[src/rtl/uart_fifo.sv]
// uart_fifo: cpu32 peripheral-bus serial port.
// Contains a TX FIFO that feeds an 8N1/8N2 transmitter and a software-writable
// bit-rate divisor. An optional receiver is built when UART_RX_EN is defined.
// Register map: 0 DATA, 1 STATUS, 2 DIV, 3 IE. The bit period is DIV+1 clocks.
module uart_fifo #(
    parameter int FIFO_DEPTH = 8,
    parameter int STOP_BITS  = 1,
    parameter int DIV_RESET  = 434
) (
    input  logic        clk,
    input  logic        reset,
    input  logic [1:0]  addr,
    input  logic [15:0] wdata,
    input  logic        we,
    input  logic        re,
    output logic [15:0] rdata,
    output logic        tx,
    input  logic        rx,
    output logic        irq
);

    localparam int AW = $clog2(FIFO_DEPTH);

    typedef enum logic [1:0] {S_IDLE, S_START, S_DATA, S_STOP} state_t;

    logic        wr_data, wr_div, wr_ie;
    logic [15:0] div_q;
    logic [15:0] div_wval;
    logic [1:0]  ie_q;
    logic        tx_idle;
    logic [15:0] status;
    logic [15:0] rd_mux;

    logic        rx_valid, rx_overrun, rx_frame_err;
    logic [7:0]  rx_byte;

    assign wr_data  = we && (addr == 2'd0);
    assign wr_div   = we && (addr == 2'd2);
    assign wr_ie    = we && (addr == 2'd3);
    // Divisors below 3 leave too few clocks for the mid-bit RX sample; clamp them.
    assign div_wval = (wdata < 16'd3) ? 16'd3 : wdata;

    // Software-visible configuration registers
    always_ff @(posedge clk) begin
        if (!reset) begin
            div_q <= DIV_RESET[15:0];
            ie_q  <= 2'b00;
        end else begin
            if (wr_div) div_q <= div_wval;
            if (wr_ie)  ie_q  <= wdata[1:0];
        end
    end

    // ---------------- TX FIFO ----------------
    logic [7:0]  fifo_mem [FIFO_DEPTH];
    logic [AW:0] wr_ptr, rd_ptr;
    logic        fifo_empty, fifo_full, push, pop;

    assign fifo_empty = (wr_ptr == rd_ptr);
    assign fifo_full  = (wr_ptr[AW] != rd_ptr[AW]) && (wr_ptr[AW-1:0] == rd_ptr[AW-1:0]);
    // Fullness is judged before any same-cycle pop, so a write at full is dropped.
    assign push       = wr_data && !fifo_full;

    // FIFO pointers
    always_ff @(posedge clk) begin
        if (!reset) begin
            wr_ptr <= '0;
            rd_ptr <= '0;
        end else begin
            if (push) wr_ptr <= wr_ptr + 1'b1;
            if (pop)  rd_ptr <= rd_ptr + 1'b1;
        end
    end

    // FIFO storage (no reset: contents are only read after being written)
    always_ff @(posedge clk) begin
        if (push) fifo_mem[wr_ptr[AW-1:0]] <= wdata[7:0];
    end

    // ---------------- TX state machine ----------------
    state_t      tx_state, tx_state_d;
    logic [15:0] tx_cnt, tx_cnt_d, tx_div, tx_div_d;
    logic [7:0]  tx_shift, tx_shift_d;
    logic [2:0]  tx_bit, tx_bit_d;
    logic        tx_stop, tx_stop_d;
    logic        tx_d, tx_bit_end, tx_last_stop;

    assign tx_bit_end   = (tx_cnt == tx_div);
    assign tx_last_stop = (STOP_BITS == 1) ? 1'b1 : tx_stop;
    assign tx_idle      = fifo_empty && (tx_state == S_IDLE);

    // TX next state, FIFO pop and next serial level
    always_comb begin
        tx_state_d = tx_state;
        tx_cnt_d   = tx_cnt + 16'd1;
        tx_div_d   = tx_div;
        tx_shift_d = tx_shift;
        tx_bit_d   = tx_bit;
        tx_stop_d  = tx_stop;
        pop        = 1'b0;
        case (tx_state)
            S_IDLE: begin
                tx_cnt_d = 16'd0;
                if (!fifo_empty) begin
                    pop        = 1'b1;
                    tx_shift_d = fifo_mem[rd_ptr[AW-1:0]];
                    tx_div_d   = div_q;
                    tx_state_d = S_START;
                end
            end
            S_START: begin
                if (tx_bit_end) begin
                    tx_cnt_d   = 16'd0;
                    tx_bit_d   = 3'd0;
                    tx_state_d = S_DATA;
                end
            end
            S_DATA: begin
                if (tx_bit_end) begin
                    tx_cnt_d   = 16'd0;
                    tx_shift_d = {1'b0, tx_shift[7:1]};
                    tx_bit_d   = tx_bit + 3'd1;
                    if (tx_bit == 3'd7) begin
                        tx_stop_d  = 1'b0;
                        tx_state_d = S_STOP;
                    end
                end
            end
            S_STOP: begin
                if (tx_bit_end) begin
                    tx_cnt_d = 16'd0;
                    if (!tx_last_stop) begin
                        tx_stop_d = 1'b1;
                    end else if (!fifo_empty) begin
                        // Chain the next frame with no idle gap
                        pop        = 1'b1;
                        tx_shift_d = fifo_mem[rd_ptr[AW-1:0]];
                        tx_div_d   = div_q;
                        tx_state_d = S_START;
                    end else begin
                        tx_state_d = S_IDLE;
                    end
                end
            end
            default: tx_state_d = S_IDLE;
        endcase

        tx_d = 1'b1;
        case (tx_state_d)
            S_START: tx_d = 1'b0;
            S_DATA:  tx_d = tx_shift_d[0];
            default: tx_d = 1'b1;
        endcase
    end

    // TX control registers and the glitch-free registered pin
    always_ff @(posedge clk) begin
        if (!reset) begin
            tx_state <= S_IDLE;
            tx_cnt   <= 16'd0;
            tx_bit   <= 3'd0;
            tx_stop  <= 1'b0;
            tx       <= 1'b1;
        end else begin
            tx_state <= tx_state_d;
            tx_cnt   <= tx_cnt_d;
            tx_bit   <= tx_bit_d;
            tx_stop  <= tx_stop_d;
            tx       <= tx_d;
        end
    end

    // TX datapath registers: shift register and frame-local divisor
    always_ff @(posedge clk) begin
        tx_shift <= tx_shift_d;
        tx_div   <= tx_div_d;
    end

`ifdef UART_RX_EN
    // ---------------- RX ----------------
    logic        wr_status, rd_data_clr;
    logic        rx_p0, rx_p1, rx_prev;
    state_t      rx_state, rx_state_d;
    logic [15:0] rx_cnt, rx_cnt_d, rx_div, rx_div_d;
    logic [7:0]  rx_shift, rx_shift_d;
    logic [2:0]  rx_bit, rx_bit_d;
    logic        rx_deliver, rx_ferr_set, rx_accept;

    assign wr_status   = we && (addr == 2'd1);
    assign rd_data_clr = re && (addr == 2'd0);
    // A byte landing in the same cycle as a DATA read is accepted without overrun.
    assign rx_accept   = !rx_valid || rd_data_clr;

    // RX next state: falling-edge start detect, mid-bit sampling
    always_comb begin
        rx_state_d  = rx_state;
        rx_cnt_d    = rx_cnt + 16'd1;
        rx_div_d    = rx_div;
        rx_shift_d  = rx_shift;
        rx_bit_d    = rx_bit;
        rx_deliver  = 1'b0;
        rx_ferr_set = 1'b0;
        case (rx_state)
            S_IDLE: begin
                rx_cnt_d = 16'd0;
                if (rx_prev && !rx_p1) begin
                    rx_div_d   = div_q;
                    rx_state_d = S_START;
                end
            end
            S_START: begin
                if (rx_cnt == (rx_div >> 1)) begin
                    rx_cnt_d   = 16'd0;
                    rx_bit_d   = 3'd0;
                    rx_state_d = rx_p1 ? S_IDLE : S_DATA;
                end
            end
            S_DATA: begin
                if (rx_cnt == rx_div) begin
                    rx_cnt_d   = 16'd0;
                    rx_shift_d = {rx_p1, rx_shift[7:1]};
                    rx_bit_d   = rx_bit + 3'd1;
                    if (rx_bit == 3'd7) rx_state_d = S_STOP;
                end
            end
            S_STOP: begin
                if (rx_cnt == rx_div) begin
                    rx_cnt_d    = 16'd0;
                    rx_state_d  = S_IDLE;
                    rx_ferr_set = !rx_p1;
                    rx_deliver  = rx_p1;
                end
            end
            default: rx_state_d = S_IDLE;
        endcase
    end

    // RX synchronizer, control state and status flags
    always_ff @(posedge clk) begin
        if (!reset) begin
            rx_p0        <= 1'b1;
            rx_p1        <= 1'b1;
            rx_prev      <= 1'b1;
            rx_state     <= S_IDLE;
            rx_cnt       <= 16'd0;
            rx_bit       <= 3'd0;
            rx_valid     <= 1'b0;
            rx_overrun   <= 1'b0;
            rx_frame_err <= 1'b0;
        end else begin
            rx_p0    <= rx;
            rx_p1    <= rx_p0;
            rx_prev  <= rx_p1;
            rx_state <= rx_state_d;
            rx_cnt   <= rx_cnt_d;
            rx_bit   <= rx_bit_d;

            if (rx_deliver)       rx_valid <= 1'b1;
            else if (rd_data_clr) rx_valid <= 1'b0;

            if (rx_deliver && !rx_accept)      rx_overrun <= 1'b1;
            else if (wr_status && wdata[3])    rx_overrun <= 1'b0;

            if (rx_ferr_set)                   rx_frame_err <= 1'b1;
            else if (wr_status && wdata[4])    rx_frame_err <= 1'b0;
        end
    end

    // RX datapath registers: shift register, frame-local divisor, received byte
    always_ff @(posedge clk) begin
        rx_shift <= rx_shift_d;
        rx_div   <= rx_div_d;
        if (rx_deliver && rx_accept) rx_byte <= rx_shift;
    end
`else
    logic unused_rx;
    assign unused_rx    = rx;
    assign rx_valid     = 1'b0;
    assign rx_overrun   = 1'b0;
    assign rx_frame_err = 1'b0;
    assign rx_byte      = 8'd0;
`endif

    assign status = {11'd0, rx_frame_err, rx_overrun, rx_valid, tx_idle, fifo_full};

    // Read-data select
    always_comb begin
        rd_mux = 16'd0;
        case (addr)
            2'd0:    rd_mux = {8'd0, rx_byte};
            2'd1:    rd_mux = status;
            2'd2:    rd_mux = div_q;
            default: rd_mux = {14'd0, ie_q};
        endcase
    end

    // Registered read data and interrupt
    always_ff @(posedge clk) begin
        if (!reset) begin
            rdata <= 16'd0;
            irq   <= 1'b0;
        end else begin
            if (re) rdata <= rd_mux;
            irq <= (ie_q[0] & tx_idle) | (ie_q[1] & rx_valid);
        end
    end

endmodule
[config.mk]
export PLATFORM = sky130hd
export DESIGN_NAME = uart_fifo
export DESIGN_NICKNAME = d
export VERILOG_FILES = /design/src/rtl/uart_fifo.sv
export SDC_FILE = /design/constraint.sdc
export NUM_CORES = 1
export LEC_CHECK = 0
export BUFFER_PORTS_ARGS = -buffer_cell sky130_fd_sc_hd__buf_2
export CAP_MARGIN = 30
export CORE_MARGIN = 3
export CORE_UTILIZATION = 40
export CTS_CLUSTER_SIZE = 30
export DETAILED_ROUTE_END_ITERATION = 10
export PLACE_DENSITY_LB_ADDON = 0.15
export SLEW_MARGIN = 40
export SYNTH_ARGS = -nofsm -noshare
export SYNTH_HDL_FRONTEND = slang
export SYNTH_SLANG_ARGS = --single-unit
export TNS_END_PERCENT = 30
[constraint.sdc]
create_clock -name clk -period 3.53 [get_ports clk]
set_input_delay 0.353 -clock clk [delete_from_list [all_inputs] [get_ports clk]]
set_output_delay 0.353 -clock clk [all_outputs]
set_load 0.02 [all_outputs]
==> metrics.md, run 1 <==
| Metric | Value |
|---|---|
| Status | `finished clean` |
| Req. time, crit path | `around 3.9 ns` |
| Leak | `around 0.0026 µW` |
| Register area share after synthesis | `0.616` |
| Placed cell area | `0.00692 mm²` |
| Clk buf depth | `2` |
| Total congestion overflow | `0` |
| Critical path data arrival time | `~2.7 ns` |
| Avg Synthesized Cell Area | `around 12 µm²` |
| CTS Buf Count | `17` |
| Worst-Margin Slew | `~0.77 ns` |
| Delay of the slowest critical-path stage | `between 0.5 and 0.6 ns` |
| Initial DRC Count | `260` |
| # hold bufs at CTS | `0` |
| Cell with the most instances after synthesis | `edfxtp_1` |
| Worst-path cell chain | `xnor2_2 > nand4_2 > nor4_4 > a21oi_2 > or4_1 > a21oi_1` |
| RSZ-0062 raised after global routing | `no` |
| Number of synthesized register bits | `around 160` |
| Top_reg_cell synth | `edfxtp_1` |
| Gr usage total | `0.162` |
| Setup violators final | `0` |
| Cell taking the most area after synthesis | `edfxtp_1` |
| Area growth, synth to finish | `16.5%` |
| Mean routed wirelength per cell | `~17 µm` |
| CTS resizes | `0` |
| Post-DP HPWL | `approximately 9.4 mm` |
| Die ar. | `0.0178 mm²` |
| CTS H-tree depth | `4` |
| Period utilization | `0.666` |
| Max VDD drop | `~400 µV` |
| Max Fclk | `approximately 430 MHz` |
| Crit Path Class | `flip-flop to flip-flop` |
| Asr flop ratio synth | `0` |
| Setup TNS | `0 ns` |
| Antenna Nets Post-Route | `0` |
| Final Non-Filler Cells | `approximately 790` |
| TritonCTS clock tree | `built` |
| Worst hold path class | `input pin to flip-flop` |
| Std-Cell Rows | `45` |
| CTS Root Cell | `clkbuf_16` |
| DRT Wirelength | `approximately 14 mm` |
| Design area | `between 0.007 and 0.008 mm²` |
| Fin util | `0.486` |
| Critical-path maximum fanout | `16` |
| Total vias in the final route | `4,087` |
| Pwr Density | `673 mW/mm²` |
| Initial Utilization | `0.417` |
| Die Y | `between 100 and 150 µm` |
| CP Launch Type | `flip-flop` |
| First-pass GRT wire length | `~22 mm` |
| Cell area after synthesis | `0.00648 mm²` |
| Setup bufs post-CTS | `0` |
| Warnings from Yosys | `0` |
| Kind of cell adding the most delay to the critical path | `simple AND/OR/NAND/NOR gates` |
| Final GP Congestion | `0.794` |
| Nets | `602` |
| Layout Skew | `between 0.015 and 0.02 ns` |
| CP Buf/Inv Count | `0` |
| Worst setup EP type | `flip-flop` |
| Initial antenna violation count | `0` |
| Max-cap violations | `0` |
| Port bufs | `39` |
| Share of cells above drive strength 1 | `0.191` |
| TritonRoute pass-1 iters | `4` |
| Max-slew violations | `0` |
| Slowest cell on the critical path | `or4_1` |
| Top cells by count, synth | `edfxtp_1, dfxtp_1, nor2_1` |
| Syn_nets | `roughly 560` |
| Largest net degree at the start of global routing | `24` |
| Tmin final | `between 2 and 2.5 ns` |
| Diode count | `0` |
| Final hold vios | `0` |
| Worst skew pair latency | `0.43 ns` |
| Die W | `approximately 130 µm` |
| Max transition margin | `0.484` |
| Clock sinks | `between 150 and 200` |
| Yosys cell types | `55` |
| CORE AREA | `about 0.016 mm²` |
| DR vias/cell | `slightly above 5` |
| Mapped Cells | `about 520` |
| Vias in the first global route | `4,018` |
| Synth top area cells | `edfxtp_1, dfxtp_1, mux4_2` |
| Number of enable flip-flop cells after synthesis | `87` |
| Placed Instances | `760` |
| CTS clk-pin slew, worst paths | `about 0.060 ns` |
| IO Pins | `a little over 40` |
| Area share of the largest cell type after synthesis | `0.403` |
| Post-route DRC violation count | `0` |
-- worst min-delay path: stages --
cell and delay (ns):
buf_2 0.10, nand2_1 0.05, nand3_1 0.07
-- area by class of cell --
cell class | instances | area, µm²
sequential | 156 | 3990
clock inverter | 15 | 204
timing repair buffer | 49 | 270
fill | 1424 | 7990
tap | 211 | 264
multi-input combinational | 337 | 2370
clock buffer | 17 | 425
inverter | 7 | 26.3
-- flip-flops by register name, summed over array words and instances (netlist names), 2 cells and up, named ones only --
signal	cells
rd_ptr	4
rdata	16
tx_shift	8
tx_cnt	16
fifo_mem	64
ie_q	2
tx_div	16
wr_ptr	4
div_q	16
tx_state	2
tx_bit	3
-- per-stage QoR --
step                      worst slack [ns]  power, µW  hold slack (ns)
after floorplan                      0.967       2930            0.423
after global placement                1.21       3170            0.451
after detailed placement              1.13       3200            0.449
after CTS                             1.13       5130            0.157
after global routing                 0.941       5330            0.174
final                                 1.18       5080            0.174
-- placed cells by master, fill, tap and decap left out, types with 3 or more instances in the layout --
cell type  synthesis  layout
xnor2_1           22      22
a22oi_1            4       4
dfxtp_1           69      69
buf_4              0      10
edfxtp_1          87      87
inv_1              6       6
nand4_1            6       6
bufinv_16          0       3
nand2_1           47      47
nor2b_1           17      17
o21ai_0           10       9
mux2i_1           13      13
mux4_2            14      14
inv_8              0       6
a2111oi_0          9       9
and3_1             5       5
nor4_1             3       3
a21oi_1           33      33
nand2b_1           4       4
nand3_1           14      14
or4_1              3       3
clkbuf_16          0      17
ha_1              11      11
or3_1              3       3
xor2_1            10      10
buf_2              5      39
nor2_1            58      56
xnor2_2            4       4
a21o_1             6       6
nor3_1             6       6
a31oi_1            3       3
nand4_2            3       3
-- where the power goes --
| part | switching [µW] | internal (µW) | total (µW) |
|---|---|---|---|
| clock network | 796 | 1140 | 1940 |
| logic | 521 | 380 | 901 |
| registers | 115 | 2130 | 2240 |
-- path summary, 6_finish.rpt --
kind	to	cells past startpoint	start	slack (ns)
worst max-delay path	rd_ptr[2]	6	tx_div[3]	1.18
worst max register to register	rd_ptr[2]	6	tx_div[3]	1.18
worst min-delay path	div_q[8]	3	wdata[8]	0.17
worst min register to register	tx_div[11]	0	div_q[11]	0.46
-- metal layers --
metal  wire length (µm)  up-vias  global-route usage
li1                   -     2004                   -
met1               6620     2020               0.229
met2               6470       52               0.249
met3                472       11              0.0355
met4                148        0              0.0514
met5                  0        -                   0
-- cells by family (layout without fill, tap and decap cells) --
logic type,Yosys count,in the layout,synth area share
buffers and inverters,31,88,0.0189
multiplexers,28,28,0.0705
AND/OR/NAND/NOR,182,182,0.140
AO/OA/AOI/OAI,80,80,0.0795
XOR/XNOR,36,36,0.0533
flip-flops,156,156,0.616
adder cells (fa/ha/maj),11,11,0.0212
Power figures use the tool's default switching activity.
==> run 2: changes to the inputs <==
==> constraint.sdc (replaced) <==
create_clock -name clk -period 2 [get_ports clk]
set_input_delay 0.2 -clock clk [delete_from_list [all_inputs] [get_ports clk]]
set_output_delay 0.2 -clock clk [all_outputs]
set_load 0.02 [all_outputs]
==> run 2 against run 1 <==
Net effect:
- the flow now finishes with violations (setup timing)
- first-iteration DRC count rose by 38%
- via count grew 4.5%
- sequential share of layout area down 3.7 points
- critical path depth grew 1
- flip-flop and latch count is the same
- global-route usage rose by 0.45 points
- design area rose by 7.6%
- non-clock buffer count rose by 45
- sequential power is 76% higher
- die area did not move
- wire length up 4.4%
- fmax grew 6.4%
- critical path type unchanged
- largest power group unchanged
- highest routed layer unchanged
==> metrics.md, run 2 (synthesis results as in run 1) <==
| Metric | Value |
|---|---|
| Design area | `0.00812 mm² (was 0.00755 mm²)` |
| Final hold vios | `0 (unchanged)` |
| Final Non-Filler Cells | `835 (was 792)` |
| Post-DP HPWL | `9.96 mm (was 9.43 mm)` |
| Gr usage total | `0.166 (was 0.162)` |
| Leak | `0.00291 µW (was 0.00263 µW)` |
| Reg2reg end | `tx_div[5] (was rd_ptr[2])` |
| R2R Path Start | `tx_div[3] (unchanged)` |
| Die W | `133 µm (unchanged)` |
| IO Pins | `41 (unchanged)` |
| Mean routed wirelength per cell | `17.1 µm (was 17.3 µm)` |
| Hold Path End | `div_q[8] (unchanged)` |
| Nets | `647 (was 602)` |
| Combinational power share | `0.251 (was 0.177)` |
| Dpl ws | `-0.238 ns (was 1.13 ns)` |
| CP Buf/Inv Count | `3 (was 0)` |
| Initial DRC Count | `359 (was 260)` |
| CTS Buf Count | `17 (unchanged)` |
| Kind of cell adding the most delay to the critical path | `simple AND/OR/NAND/NOR gates (unchanged)` |
| Hold Startpoint | `wdata[8] (unchanged)` |
| Max-slew violations | `0 (unchanged)` |
| Period utilization | `1.10 (was 0.666)` |
| Max Fclk | `453 MHz (was 425 MHz)` |
| Internal power | `6600 µW (was 3650 µW)` |
| Critical-path maximum fanout | `16 (unchanged)` |
| Final GP Congestion | `0.840 (was 0.794)` |
| Std-Cell Rows | `45 (unchanged)` |
| RSZ-0062 raised after global routing | `yes (was no)` |
| Die ar. | `0.0178 mm² (unchanged)` |
| Clock sinks | `156 (unchanged)` |
| Vias in the first global route | `4,255 (was 4,018)` |
| Share of cells above drive strength 1 | `0.282 (was 0.191)` |
| WHS Path Cells | `3 (unchanged)` |
| Post-route DRC violation count | `0 (unchanged)` |
| Max transition margin | `0.366 (was 0.484)` |
| Antenna Nets Post-Route | `0 (unchanged)` |
| Setup violators final | `38 (was 0)` |
| Port bufs | `39 (unchanged)` |
| Net Sw Frac | `0.292 (was 0.282)` |
| Initial Utilization | `0.417 (unchanged)` |
| Leading cell type in the layout, fill and taps excluded | `edfxtp_1 (unchanged)` |
| Hold slack | `0.0184 ns (was 0.174 ns)` |
| Pwr Density | `1150 mW/mm² (was 673 mW/mm²)` |
| Placed Instances | `801 (was 760)` |
| TritonCTS clock tree | `built (unchanged)` |
| Slowest cell on the critical path | `or4_4 (was or4_1)` |
| Max-cap violations | `0 (unchanged)` |
| Final Worst Setup Slack | `-0.208 ns (was 1.18 ns)` |
| First-pass GRT wire length | `22.9 mm (was 22.1 mm)` |
| Crit Path Class | `flip-flop to flip-flop (unchanged)` |
| CP Launch Type | `flip-flop (unchanged)` |
| Max VDD drop | `690 µV (was 402 µV)` |
| Worst-path cell chain | `xnor2_2 > nand4_2 > or4_4 > buf_4 > buf_4 > a21oi_4 > buf_12 (was xnor2_2 > nand4_2 > nor4_4 > a21oi_2 > or4_1 > a21oi_1)` |
| Delay of the slowest critical-path stage | `0.59 ns (was 0.51 ns)` |
| Initial antenna violation count | `0 (unchanged)` |
| Largest net degree at the start of global routing | `28 (was 24)` |
| CTS Root Cell | `clkbuf_16 (unchanged)` |
| TritonRoute pass-1 iters | `5 (was 4)` |
| Crit path top cell by count | `buf_4` |
| Die Y | `133 µm (unchanged)` |
| Worst hold path class | `input pin to flip-flop (unchanged)` |
| CORE AREA | `0.0155 mm² (unchanged)` |
| CTS H-tree depth | `4 (unchanged)` |
| Worst-Margin Slew | `0.950 ns (was 0.774 ns)` |
| Diode count | `0 (unchanged)` |
| Worst skew pair latency | `0.42 ns (was 0.43 ns)` |
| Layout Skew | `0.00890 ns (was 0.0162 ns)` |
| Worst setup EP type | `flip-flop (unchanged)` |
| Placed cell area | `0.00734 mm² (was 0.00692 mm²)` |
| DR vias/cell | `5.11 (was 5.16)` |
| CTS clk-pin slew, worst paths | `0.07 ns (was 0.06 ns)` |
| Max reg flops | `64 (unchanged)` |
| Tmin final | `2.21 ns (was 2.35 ns)` |
| Total vias in the final route | `4,269 (was 4,087)` |
| Clock network power share | `0.325 (was 0.382)` |
| Status | `complete, but fails checks (was finished clean)` |
| Fin util | `0.523 (was 0.486)` |
| Highest-count cells in the layout ignoring fill and taps | `edfxtp_1, dfxtp_1, nor2_1, buf_4, nand2_1 (was edfxtp_1, dfxtp_1, nor2_1, nand2_1, buf_2)` |
| Req. time, crit path | `2.13 ns (was 3.85 ns)` |
| Total congestion overflow | `0 (unchanged)` |
| Critical path data arrival time | `2.33 ns (was 2.67 ns)` |
| Share of power burned in registers | `0.424 (was 0.441)` |
| Psw | `2720 µW (was 1430 µW)` |
| DRT Wirelength | `14.3 mm (was 13.7 mm)` |
| Reg2reg path depth | `7 (was 6)` |
| Area growth, synth to finish | `25.3% (was 16.5%)` |
| Violated checks | `setup timing` |
| Clk buf depth | `2 (unchanged)` |
| R2R setup slack | `-0.21 ns (was 1.18 ns)` |
## run 2: timing repair
item | 4_1_cts | 5_1_grt
hold buffers | 0 | 0
endpoints found under the setup margin | 40 | 52
pin swaps | 11 | 23
buffers inserted | 1 | 3
resized for setup | 22 | 19
## run 2: worst max-delay path by stage
stage | start | to | slack [ns] | cells past startpoint
after floorplan | wr_ptr[0] | fifo_mem[2][0] | -0.17 | 6
after global placement | tx_div[10] | tx | -0.18 | 6
after global routing | tx_div[3] | tx | -0.32 | 7
final | tx_div[3] | tx_div[5] | -0.21 | 7
after detailed placement | tx_div[8] | tx | -0.24 | 6
after CTS | tx_div[9] | tx | -0.18 | 7
## run 2: worst min-delay path, stage by stage
cell	delay, ns
buf_2	0.09
nand2_1	0.05
nand3_1	0.07
## run 2: layer usage
metal | part of all wire | global-route usage | vias up
li1 | - | - | 2099
met3 | 0.030 | 0.0336 | 11
met1 | 0.48 | 0.231 | 2099
met2 | 0.48 | 0.261 | 60
met4 | 0.010 | 0.0577 | 0
met5 | 0 | 0 | -
## run 2: metrics by stage
step                TNS, ns  total power (µW)
finish                -5.15              9320
global route          -9.07              9750
global placement      -3.27              5800
detailed placement    -4.13              5870
floorplan             -2.20              5210
CTS                   -2.91              9190
## run 2: final cells by class
cell class	instances	area [µm²]
sequential	156	4000
clock inverter	11	113
clock buffer	19	433
timing repair buffer	94	674
multi-input combinational	337	2620
tap	211	264
inverter	7	26.3
fill	1384	7420
## run 2: power groups by stage
| stage | Clock (µW) | Sequential (µW) | Combinational [µW] |
|---|---|---|---|
| 4_1_cts | 3100 | 3950 | 2140 |
| 5_1_grt | 3230 | 3970 | 2550 |
| 3_3_place_gp | 0 | 4000 | 1800 |
| 3_5_place_dp | 0 | 4010 | 1860 |
| 6_report | 3030 | 3950 | 2340 |
| 2_1_floorplan | 0 | 3970 | 1250 |
==> run 3: changes to the inputs <==
==> constraint.sdc (replaced) <==
create_clock -name clk -period 2.23 [get_ports clk]
set_input_delay 0.223 -clock clk [delete_from_list [all_inputs] [get_ports clk]]
set_output_delay 0.223 -clock clk [all_outputs]
set_load 0.02 [all_outputs]
==> run 3 against run 2 <==
Net effect:
- the flow still finishes with violations (setup timing)
- register-to-register slack better by 0.19 ns
- sequential power shrank 11%
- final cell count shrank 1.4%
- fmax is 1.7% lower
- design area is 2.8% lower
- clock skew is 0.0029 ns lower
- flip-flop and latch count did not move
- critical path depth is the same
- clock power about the same
==> metrics.md, run 3 (synthesis results as in run 1) <==
| Metric | Value |
|---|---|
| Fin util | `0.508 (was 0.523)` |
| Period utilization | `1.01 (was 1.10)` |
| Mean routed wirelength per cell | `17.1 µm (about the same)` |
| Clock sinks | `156 (unchanged)` |
| Post-DP HPWL | `9.47 mm (was 9.96 mm)` |
| Reg2reg path depth | `7 (unchanged)` |
| Initial DRC Count | `374 (was 359)` |
| Worst-path cell chain | `xnor2_1 > nand4_2 > or4_4 > a222oi_1 > buf_4 > and3_4 > a31oi_2 (was xnor2_2 > nand4_2 > or4_4 > buf_4 > buf_4 > a21oi_4 > buf_12)` |
| First-pass GRT wire length | `21.8 mm (was 22.9 mm)` |
| Layout Skew | `0.00601 ns (was 0.00890 ns)` |
| CTS Root Cell | `clkbuf_16 (unchanged)` |
| Clk buf depth | `2 (unchanged)` |
| Pwr Density | `1040 mW/mm² (was 1150 mW/mm²)` |
| Initial Utilization | `0.417 (unchanged)` |
| Worst hold path class | `input pin to flip-flop (unchanged)` |
| CTS Buf Count | `17 (unchanged)` |
| # hold bufs at CTS | `0 (unchanged)` |
| Share of cells above drive strength 1 | `0.247 (was 0.282)` |
| TritonRoute pass-1 iters | `5 (unchanged)` |
| Max-cap violations | `0 (unchanged)` |
| Setup violators final | `1 (was 38)` |
| Crit Path Class | `flip-flop to flip-flop (unchanged)` |
| Leak | `0.00283 µW (was 0.00291 µW)` |
| Final hold vios | `0 (unchanged)` |
| Status | `complete, but fails checks (unchanged)` |
| R2R Path Start | `tx_div[7] (was tx_div[3])` |
| WHS Path Cells | `3 (unchanged)` |
| Port bufs | `39 (unchanged)` |
| Area growth, synth to finish | `21.9% (was 25.3%)` |
| Antenna Nets Post-Route | `0 (unchanged)` |
| Worst setup EP type | `flip-flop (unchanged)` |
| Max transition margin | `0.602 (was 0.366)` |
| Die Y | `133 µm (unchanged)` |
| Std-Cell Rows | `45 (unchanged)` |
| PnR Total Power | `8210 µW (was 9320 µW)` |
| Highest-count cells in the layout ignoring fill and taps | `edfxtp_1, dfxtp_1, nor2_1, nand2_1, buf_2 (was edfxtp_1, dfxtp_1, nor2_1, buf_4, nand2_1)` |
| Final GP Congestion | `0.821 (was 0.840)` |
| Max Fclk | `445 MHz (was 453 MHz)` |
| Worst skew pair latency | `0.43 ns (was 0.42 ns)` |
| Combinational power share | `0.199 (was 0.251)` |
| Violated checks | `setup timing (unchanged)` |
| Vias in the first global route | `3,993 (was 4,255)` |
| TritonCTS clock tree | `built (unchanged)` |
| Design area | `0.00790 mm² (was 0.00812 mm²)` |
| Total congestion overflow | `0 (unchanged)` |
| Gr usage total | `0.160 (was 0.166)` |
| Internal power | `5920 µW (was 6600 µW)` |
| Hold Startpoint | `wdata[10] (was wdata[8])` |
| Clock network power share | `0.371 (was 0.325)` |
| Share of power burned in registers | `0.430 (was 0.424)` |
| Net Sw Frac | `0.279 (was 0.292)` |
| Nets | `633 (was 647)` |
| Slowest cell on the critical path | `or4_4 (unchanged)` |
| Total vias in the final route | `4,209 (was 4,269)` |
| Hold Path End | `div_q[10] (was div_q[8])` |
| Leading cell type in the layout, fill and taps excluded | `edfxtp_1 (unchanged)` |
| Diode count | `0 (unchanged)` |
| FF/Latch Area | `0.00399 mm² (was 0.00400 mm²)` |
| Max-slew violations | `0 (unchanged)` |
| DRT Wirelength | `14.0 mm (was 14.3 mm)` |
| Initial antenna violation count | `0 (unchanged)` |
| IO Pins | `41 (unchanged)` |
| Placed Instances | `782 (was 801)` |
| Multi-input logic area | `0.00245 mm² (was 0.00262 mm²)` |
| CORE AREA | `0.0155 mm² (unchanged)` |
| Final Worst Setup Slack | `-0.0155 ns (was -0.208 ns)` |
| Largest net degree at the start of global routing | `38 (was 28)` |
| Reg2reg end | `tx (was tx_div[5])` |
| Hold slack | `0.0437 ns (was 0.0184 ns)` |
| CP Launch Type | `flip-flop (unchanged)` |
| Psw | `2290 µW (was 2720 µW)` |
| R2R setup slack | `-0.02 ns (was -0.21 ns)` |
| Delay of the slowest critical-path stage | `0.59 ns (about the same)` |
| Worst-Margin Slew | `0.597 ns (was 0.950 ns)` |
| CTS clk-pin slew, worst paths | `0.06 ns (was 0.07 ns)` |
| Post-route DRC violation count | `0 (unchanged)` |
| Die ar. | `0.0178 mm² (unchanged)` |
| Fill cell count | `1,375 (was 1,384)` |
| Die W | `133 µm (unchanged)` |
| Worst Setup SP | `tx_div[7] (was tx_div[3])` |
| Req. time, crit path | `2.53 ns (was 2.13 ns)` |
| CTS H-tree depth | `4 (unchanged)` |
| Tmin final | `2.25 ns (was 2.21 ns)` |
| Critical path data arrival time | `2.55 ns (was 2.33 ns)` |
| Max reg flops | `64 (unchanged)` |
| Final Non-Filler Cells | `823 (was 835)` |
| Critical-path maximum fanout | `5 (was 16)` |
| Placed cell area | `0.00713 mm² (was 0.00734 mm²)` |
| RSZ-0062 raised after global routing | `yes (unchanged)` |
| DR vias/cell | `5.11 (about the same)` |
| Max VDD drop | `773 µV (was 690 µV)` |
[run 3: cell type report]
class / instances / share of cell area
multi-input cells: 338 / 0.310
well taps: 211 / 0.0334
clock inverters: 15 / 0.0258
repair buffers: 79 / 0.0675
flip-flops and latches: 156 / 0.506
inverters: 7 / 0.00333
clock buffers: 17 / 0.0539
[run 3: what timing repair did]
action,4_1_cts,5_1_grt
setup buffers,1,7
pin swaps,3,14
setup endpoints to repair,3,12
cloned,0,1
hold endpoints to repair,0,0
gates resized for setup,1,12
[run 3: worst max-delay path by stage]
| stage | slack [ns] | endpoint | cells past startpoint |
|---|---|---|---|
| final | -0.02 | tx | 7 |
| after global routing | -0.12 | tx | 7 |
| after CTS | 0.02 | tx | 6 |
| after detailed placement | -0.03 | tx | 6 |
| after global placement | 0.03 | tx | 6 |
| after floorplan | 0.01 | tx_div[0] | 4 |
[run 3: power groups by stage]
stage               logic (µW)  registers [µW]  clock network (µW)
finish                    1640            3530                3050
detailed placement        1550            3580                   0
CTS                       1580            3520                3110
global placement          1530            3570                   0
global route              1820            3550                3230
floorplan                 1100            3550                   0
[run 3: critical path, delay by kind of cell (launching register included)]
| family | cells | cell delay (ns) |
|---|---|---|
| AND/OR/NAND/NOR | 3 | 0.97 |
| XOR/XNOR | 1 | 0.19 |
| AO/OA/AOI/OAI | 2 | 0.41 |
| buffers and inverters | 1 | 0.18 |
| flip-flops | 1 | 0.38 |
[run 3: per-layer routing]
| metal | track usage | wire length [µm] |
|---|---|---|
| met5 | 0 | 0 |
| met2 | 0.241 | 6600 |
| met1 | 0.229 | 6780 |
| met3 | 0.0359 | 456 |
| met4 | 0.0583 | 214 |
[run 3: per-stage QoR]
stage | setup slack (ns) | setup TNS [ns]
after detailed placement | -0.0268 | -0.0268
after global routing | -0.122 | -0.127
after CTS | 0.0152 | 0
after global placement | 0.0329 | 0
after floorplan | 0.0149 | 0
final | -0.0155 | -0.0155
